===== config.mk =====
export PLATFORM = sky130hd
export DESIGN_NAME = f_normalize_pipe
export DESIGN_NICKNAME = d
export VERILOG_FILES = /design/src/rtl/f_pkg.sv /design/src/rtl/f_lzc24.sv /design/src/rtl/f_normalize_pipe.sv
export SDC_FILE = /design/constraint.sdc
export NUM_CORES = 1
export LEC_CHECK = 0
export CAP_MARGIN = 25
export CORE_UTILIZATION = 35
export CTS_BUF_LIST = sky130_fd_sc_hd__clkbuf_4
export DETAILED_ROUTE_END_ITERATION = 16
export PLACE_DENSITY = 0.53
export SLEW_MARGIN = 25
export SYNTH_ARGS = -nofsm -noshare
export SYNTH_HDL_FRONTEND = slang
export SYNTH_SLANG_ARGS = --single-unit

===== constraint.sdc =====
create_clock -name clk -period 4.4 [get_ports clk]
set_input_delay 0.66 -clock clk [delete_from_list [all_inputs] [get_ports clk]]
set_output_delay 0.66 -clock clk [all_outputs]
set_load 0.02 [all_outputs]

===== src/rtl/f_pkg.sv =====
// Shared types and constants for the FP32 adder normalization back end.
package f_pkg;
    localparam int FRAC_W  = 23;
    localparam int EXP_W   = 8;
    localparam int SUM_W   = FRAC_W + 2;
    localparam int LZ_W    = 5;
    localparam int BIAS    = 127;
    localparam int EXP_MAX = 255;

    typedef struct packed {
        logic             sign;
        logic [EXP_W-1:0] exp;
        logic [FRAC_W-1:0] frac;
    } fp32_t;

    typedef struct packed {
        logic zero;
        logic ovf;
        logic unf;
    } norm_flags_t;

    // Stage-1 register: operand plus the already-clamped left-shift amount.
    typedef struct packed {
        logic             sign;
        logic             unf;
        logic [EXP_W-1:0] exp;
        logic [LZ_W-1:0]  shamt;
        logic [SUM_W-1:0] mant;
    } norm_s1_t;
endpackage


===== src/rtl/f_lzc24.sv =====
// 24-bit leading-zero counter, log-depth pairwise tree; returns 24 for zero input.
module f_lzc24 (
    input  logic [23:0] a,
    output logic [4:0]  cnt
);
    // Padding with ones makes an all-zero input count to exactly 24.
    logic [31:0] v;
    assign v = {a, 8'hFF};

    logic [15:0]      z0, c0;
    logic [7:0]       z1;
    logic [7:0][1:0]  c1;
    logic [3:0]       z2;
    logic [3:0][2:0]  c2;
    logic             z3_hi;
    logic [1:0][3:0]  c3;

    for (genvar i = 0; i < 16; i++) begin : g_l0
        assign z0[i] = ~|v[2*i +: 2];
        assign c0[i] = ~v[2*i+1];
    end

    for (genvar i = 0; i < 8; i++) begin : g_l1
        assign z1[i] = z0[2*i+1] & z0[2*i];
        assign c1[i] = z0[2*i+1] ? {1'b1, c0[2*i]} : {1'b0, c0[2*i+1]};
    end

    for (genvar i = 0; i < 4; i++) begin : g_l2
        assign z2[i] = z1[2*i+1] & z1[2*i];
        assign c2[i] = z1[2*i+1] ? {1'b1, c1[2*i]} : {1'b0, c1[2*i+1]};
    end

    for (genvar i = 0; i < 2; i++) begin : g_l3
        assign c3[i] = z2[2*i+1] ? {1'b1, c2[2*i]} : {1'b0, c2[2*i+1]};
    end
    assign z3_hi = z2[3] & z2[2];

    assign cnt = z3_hi ? {1'b1, c3[0]} : {1'b0, c3[1]};
endmodule


===== src/rtl/f_normalize_pipe.sv =====
// FP32 post-add normalization: LZC/shift-clamp in stage 1, pack and flag in stage 2.
module f_normalize_pipe #(
    parameter int FRAC_W = 23,
    parameter int EXP_W  = 8
) (
    input  logic              clk,
    input  logic              reset,
    input  logic              in_valid,
    output logic              in_ready,
    input  logic              in_sign,
    input  logic [EXP_W-1:0]  in_exp,
    input  logic [FRAC_W+1:0] in_mant,
    output logic              out_valid,
    input  logic              out_ready,
    output logic [31:0]       out_word,
    output logic              out_zero,
    output logic              out_ovf,
    output logic              out_unf
);
    import f_pkg::*;

    logic [2:1]  vld_pipe;
    logic        s1_adv, s2_adv;
    norm_s1_t    s1_d, s1_q;
    fp32_t       res_d, res_q;
    norm_flags_t flg_d, flg_q;

    assign s2_adv    = !vld_pipe[2] || out_ready;
    assign s1_adv    = !vld_pipe[1] || s2_adv;
    assign in_ready  = s1_adv;
    assign out_valid = vld_pipe[2];
    assign out_word  = res_q;
    assign out_zero  = flg_q.zero;
    assign out_ovf   = flg_q.ovf;
    assign out_unf   = flg_q.unf;

    // ---------------- stage 1 ----------------
    logic [4:0]       lz;
    logic [EXP_W-1:0] exp_eff, exp_m1;
    logic             deep;

    f_lzc24 u_lzc (
        .a   (in_mant[FRAC_W:0]),
        .cnt (lz)
    );

    // Shift is capped at exp-1 so the exponent never drops below 1;
    // a capped shift means the result lands in the subnormal range.
    assign exp_eff = (in_exp == '0) ? EXP_W'(1) : in_exp;
    assign exp_m1  = exp_eff - EXP_W'(1);
    assign deep    = {{(EXP_W-5){1'b0}}, lz} > exp_m1;

    always_comb begin
        s1_d       = '0;
        s1_d.sign  = in_sign;
        s1_d.exp   = exp_eff;
        s1_d.mant  = in_mant;
        s1_d.shamt = deep ? exp_m1[4:0] : lz;
        s1_d.unf   = deep && !in_mant[FRAC_W+1] && (in_mant != '0);
    end

    // ---------------- stage 2 ----------------
    logic [EXP_W:0]    exp_n;
    logic [FRAC_W-1:0] sh_frac;

    always_comb begin
        exp_n     = {1'b0, s1_q.exp} + 9'd1;
        sh_frac   = s1_q.mant[FRAC_W-1:0] << s1_q.shamt;
        res_d     = '0;
        flg_d     = '0;
        res_d.sign = s1_q.sign;
        if (s1_q.mant == '0) begin
            res_d.sign = 1'b0;
            flg_d.zero = 1'b1;
        end else if (s1_q.mant[FRAC_W+1]) begin
            if (exp_n >= 9'(EXP_MAX)) begin
                res_d.exp = '1;
                flg_d.ovf = 1'b1;
            end else begin
                res_d.exp  = exp_n[EXP_W-1:0];
                res_d.frac = s1_q.mant[FRAC_W:1];
            end
        end else if (s1_q.unf) begin
            res_d.frac = sh_frac;
            flg_d.unf  = 1'b1;
        end else begin
            res_d.exp  = s1_q.exp - {{(EXP_W-5){1'b0}}, s1_q.shamt};
            res_d.frac = sh_frac;
        end
    end

    // Output registers only load on a real beat so they hold across stalls and bubbles.
    always_ff @(posedge clk) begin
        if (reset) begin
            vld_pipe <= '0;
            s1_q     <= '0;
            res_q    <= '0;
            flg_q    <= '0;
        end else begin
            if (s1_adv) begin
                vld_pipe[1] <= in_valid;
                if (in_valid) s1_q <= s1_d;
            end
            if (s2_adv) begin
                vld_pipe[2] <= vld_pipe[1];
                if (vld_pipe[1]) begin
                    res_q <= res_d;
                    flg_q <= flg_d;
                end
            end
        end
    end
endmodule


==> impl_metrics.csv <==
group,metric,value,unit
outcome,status,"finished clean",
critical_path,start_kind,"input pin",
floorplanning,die_y,126,um
clock_network,clockBufferDepth,2,
place,dp_hpwl,12800,um
timing,relSlewSlack,0.384,
cells_and_area,drive_gt1_frac,0.0872,
timing,fin_skew,10.3,ps
grt,grt_pass1_vias,5210,
critical_path,crit_type,"input pin to flop",
floorplanning,core,0.0151,mm^2
yosys,syn_inst,698,
critical_path,r2r_slack,1400,ps
critical_path,critPathArrivalTime,4130,ps
clock_network,clock_latency,470,ps
timing,period_share,0.846,
timing,hold_violations,0,
flow_run,drv_cap,0,
floorplanning,dieArea,0.0160,mm^2
grt,antenna_found_initial,1,
clock_network,cts_tree,"built",
timing,slew_viol_final,0,
min_path,min_to,"out_zero",
floorplanning,rows,45,
place,gp_congestion,0.924,
critical_path,reg2reg_depth,9,
cells_and_area,final_common_cell,"nand2_1",
detailed_routing,antenna_left,0,
timing,rsz0062_at_grt,"false",
clock_network,clockRootBuffer,"clkbuf_4",
yosys,synth_top_family_by_area,"compound AO/OA/AOI/OAI gates",
critical_path,worstReg2RegEnd,"out_word[14]",
clock_network,numCtsBuffers,9,
critical_path,rr_startpoint,"s1_q[30]",
cells_and_area,final_cells,934,
timing,finalSetupTns,0,ps
critical_path,end_kind,"flop",
cells_and_area,num-nets-final,792,
yosys,synth-simple-area-share,0.239,
floorplanning,dieWidth,126,um
pwr,p_leak,2.21,nW
cells_and_area,nFillCells,1519,
clock_network,clkTransAtPathRegs,130,ps
yosys,synth_enable_flop_cells,0,
yosys,synth-main-ff-cell,"dfxtp_1",
pwr,vdd_drop_max,110,uV
place,dp_cells,917,
cells_and_area,multi_input_area,0.00353,mm^2
grt,grt_pass1_wl,28900,um
critical_path,cp_max_fo,8,
timing,final-setup-viol-count,0,
cells_and_area,area_delta_synth_final,17.4,%
yosys,syn_avg_cell_area,7.76,um^2
pwr,power.density,261,mW/mm^2
yosys,synthAdderAreaFrac,0.0337,
cells_and_area,final_cell_mix,"nand2_1, a21oi_1, dfxtp_1",
min_path,whs_path_depth,2,
grt,overflow,0,
yosys,synth_compound_area_frac,0.243,
detailed_routing,vias_per_cell,5.85,
clock_network,htree_levels,3,
critical_path,critPathRequiredTime,4810,ps
detailed_routing,drt_wl_total,17800,um
detailed_routing,num_vias,5462,
detailed_routing,drc,0,
floorplanning,pin_count,75,
clock_network,holdBufCountCts,0,
yosys,ys_warn_count,0,
detailed_routing,wl_per_cell,19.1,um
clock_network,clock-sinks,77,
min_path,min_path_type,"flop to flop",
clock_network,ctsResizeCount,0,
grt,grt_start_max_net_pins,60,
detailed_routing,first_iter_violations,360,
yosys,synth_seq_cells,77,
grt,grt_use_total,0.232,
yosys,seq_area_frac_synth,0.285,
place,io_buffers,74,
detailed_routing,drt_pass1_iterations,5,
min_path,hp-start,"out_zero",
yosys,syn_nets,750,
yosys,post_synth_xor_area_fraction,0.0162,
timing,worst_slew_pin_slew,924,ps
cells_and_area,seq_area,0.00154,mm^2
yosys,synthArstFlopShare,0,
yosys,syn_area,0.00541,mm^2
floorplanning,start_util,0.357,
yosys,synth_cell_types,78,
clock_network,cts_setup_buffers,0,
timing,min_period,3720,ps
yosys,muxShareOfSynthArea,0.120,
critical_path,crit_path_start,"in_exp[2]",
timing,max_freq,0.269,GHz
## cell type report
cell class,instances,share of cell area
multi-input combinational,546,0.556
inverter,19,0.0112
clock buffer,10,0.0118
antenna,1,0.000394
sequential,77,0.243
clock inverter,6,0.00984
tap,188,0.0370
timing repair buffer,87,0.131
## worst max-delay path: stages
cell and delay [ps]:
clkdlybuf4s50_1 530, nor3_1 320, a31oi_1 280, ha_1 330, nand2_1 90, xor2_1 200
ha_1 270, and2_1 170, a41oi_1 230, inv_1 110, a211oi_4 420, mux2_2 380
a21oi_1 140
## cell usage after synthesis, types with 3 or more instances
library cell  count  area [um^2]
o31a_1            3         26.3
a31oi_1          11         68.8
nand2_1         131          492
buf_6             5         56.3
nor3_1           17         85.1
or4_1             3         22.5
a211oi_1         10         75.1
nand2b_1          3         18.8
a21oi_1          77          385
nor2_1           44          165
a32o_1            4         40.0
or2_2             4         25.0
buf_1             4         15.0
xnor2_1           6         52.6
a21o_1            3         22.5
and2_1            4         25.0
o31ai_1           6         45.0
clkbuf_1         34          128
ha_1             13          163
o21a_1            5         37.5
nand3b_1          3         22.5
inv_1            18         67.6
buf_2            10         50.1
a221o_1           7         70.1
nor4_1           12         75.1
dfxtp_1          77         1540
a22oi_1           5         37.5
a2111oi_0         4         35.0
and3_1            4         25.0
o211ai_1          7         52.6
nor2b_1           6         37.5
nand3_1          19         95.1
mux4_2           13          293
xor2_1            4         35.0
o21ai_0          27          135
nor4b_1           3         26.3
nand4_1           8         50.1
mux2i_1          29          290
mux2_2            6         67.6
## state kept, by name (all words and copies together) (netlist names)
signal / flops
out_ovf: 1
out_unf: 1
out_word: 32
out_zero: 1
s1_q: 40
vld_pipe: 2
## per-stage QoR
stage / instance area, um^2 / setup slack (ps) / power [mW] / utilization / hold WS [ps]
finish: 6350 / 677 / 1.66 / 0.420 / 465
global route: 6350 / 514 / 1.76 / 0.420 / 493
CTS: 6350 / 713 / 1.68 / 0.419 / 471
detailed placement: 6210 / 191 / 1.22 / 0.410 / 452
global placement: 6210 / 407 / 1.21 / 0.410 / 443
floorplan: 5410 / 1140 / 1.06 / - / 437
## worst max-delay path by stage
stage	end	cells after the start
floorplan	s1_q[28]	12
global placement	s1_q[28]	13
detailed placement	s1_q[28]	13
CTS	s1_q[28]	13
global route	s1_q[28]	13
finish	s1_q[28]	13
## power breakdown
group | total (mW) | switching, mW | internal [mW] | leakage, nW
Combinational | 0.415 | 0.232 | 0.183 | 1.51
Clock | 0.453 | 0.275 | 0.179 | 0.0721
Sequential | 0.791 | 0.0581 | 0.733 | 0.630
## kinds of logic (layout without fill, tap and decap cells)
logic type      count (synthesis)  in the layout
xor+xnor                       10             10
mux                            48             48
flops                          77             77
fa+ha+maj                      14             14
simple gates                  275            275
compound gates                199            199
other cells                     0              1
buf+inv                        75            122
## layer usage
layer / vias up / share of wire / global-route usage
met5: - / 0 / 0
met2: 187 / 0.45 / 0.369
met1: 2608 / 0.48 / 0.327
li1: 2645 / - / -
met4: 0 / 0.016 / 0.0702
met3: 22 / 0.053 / 0.0304
Note: power is estimated with default switching activity, not from simulation.
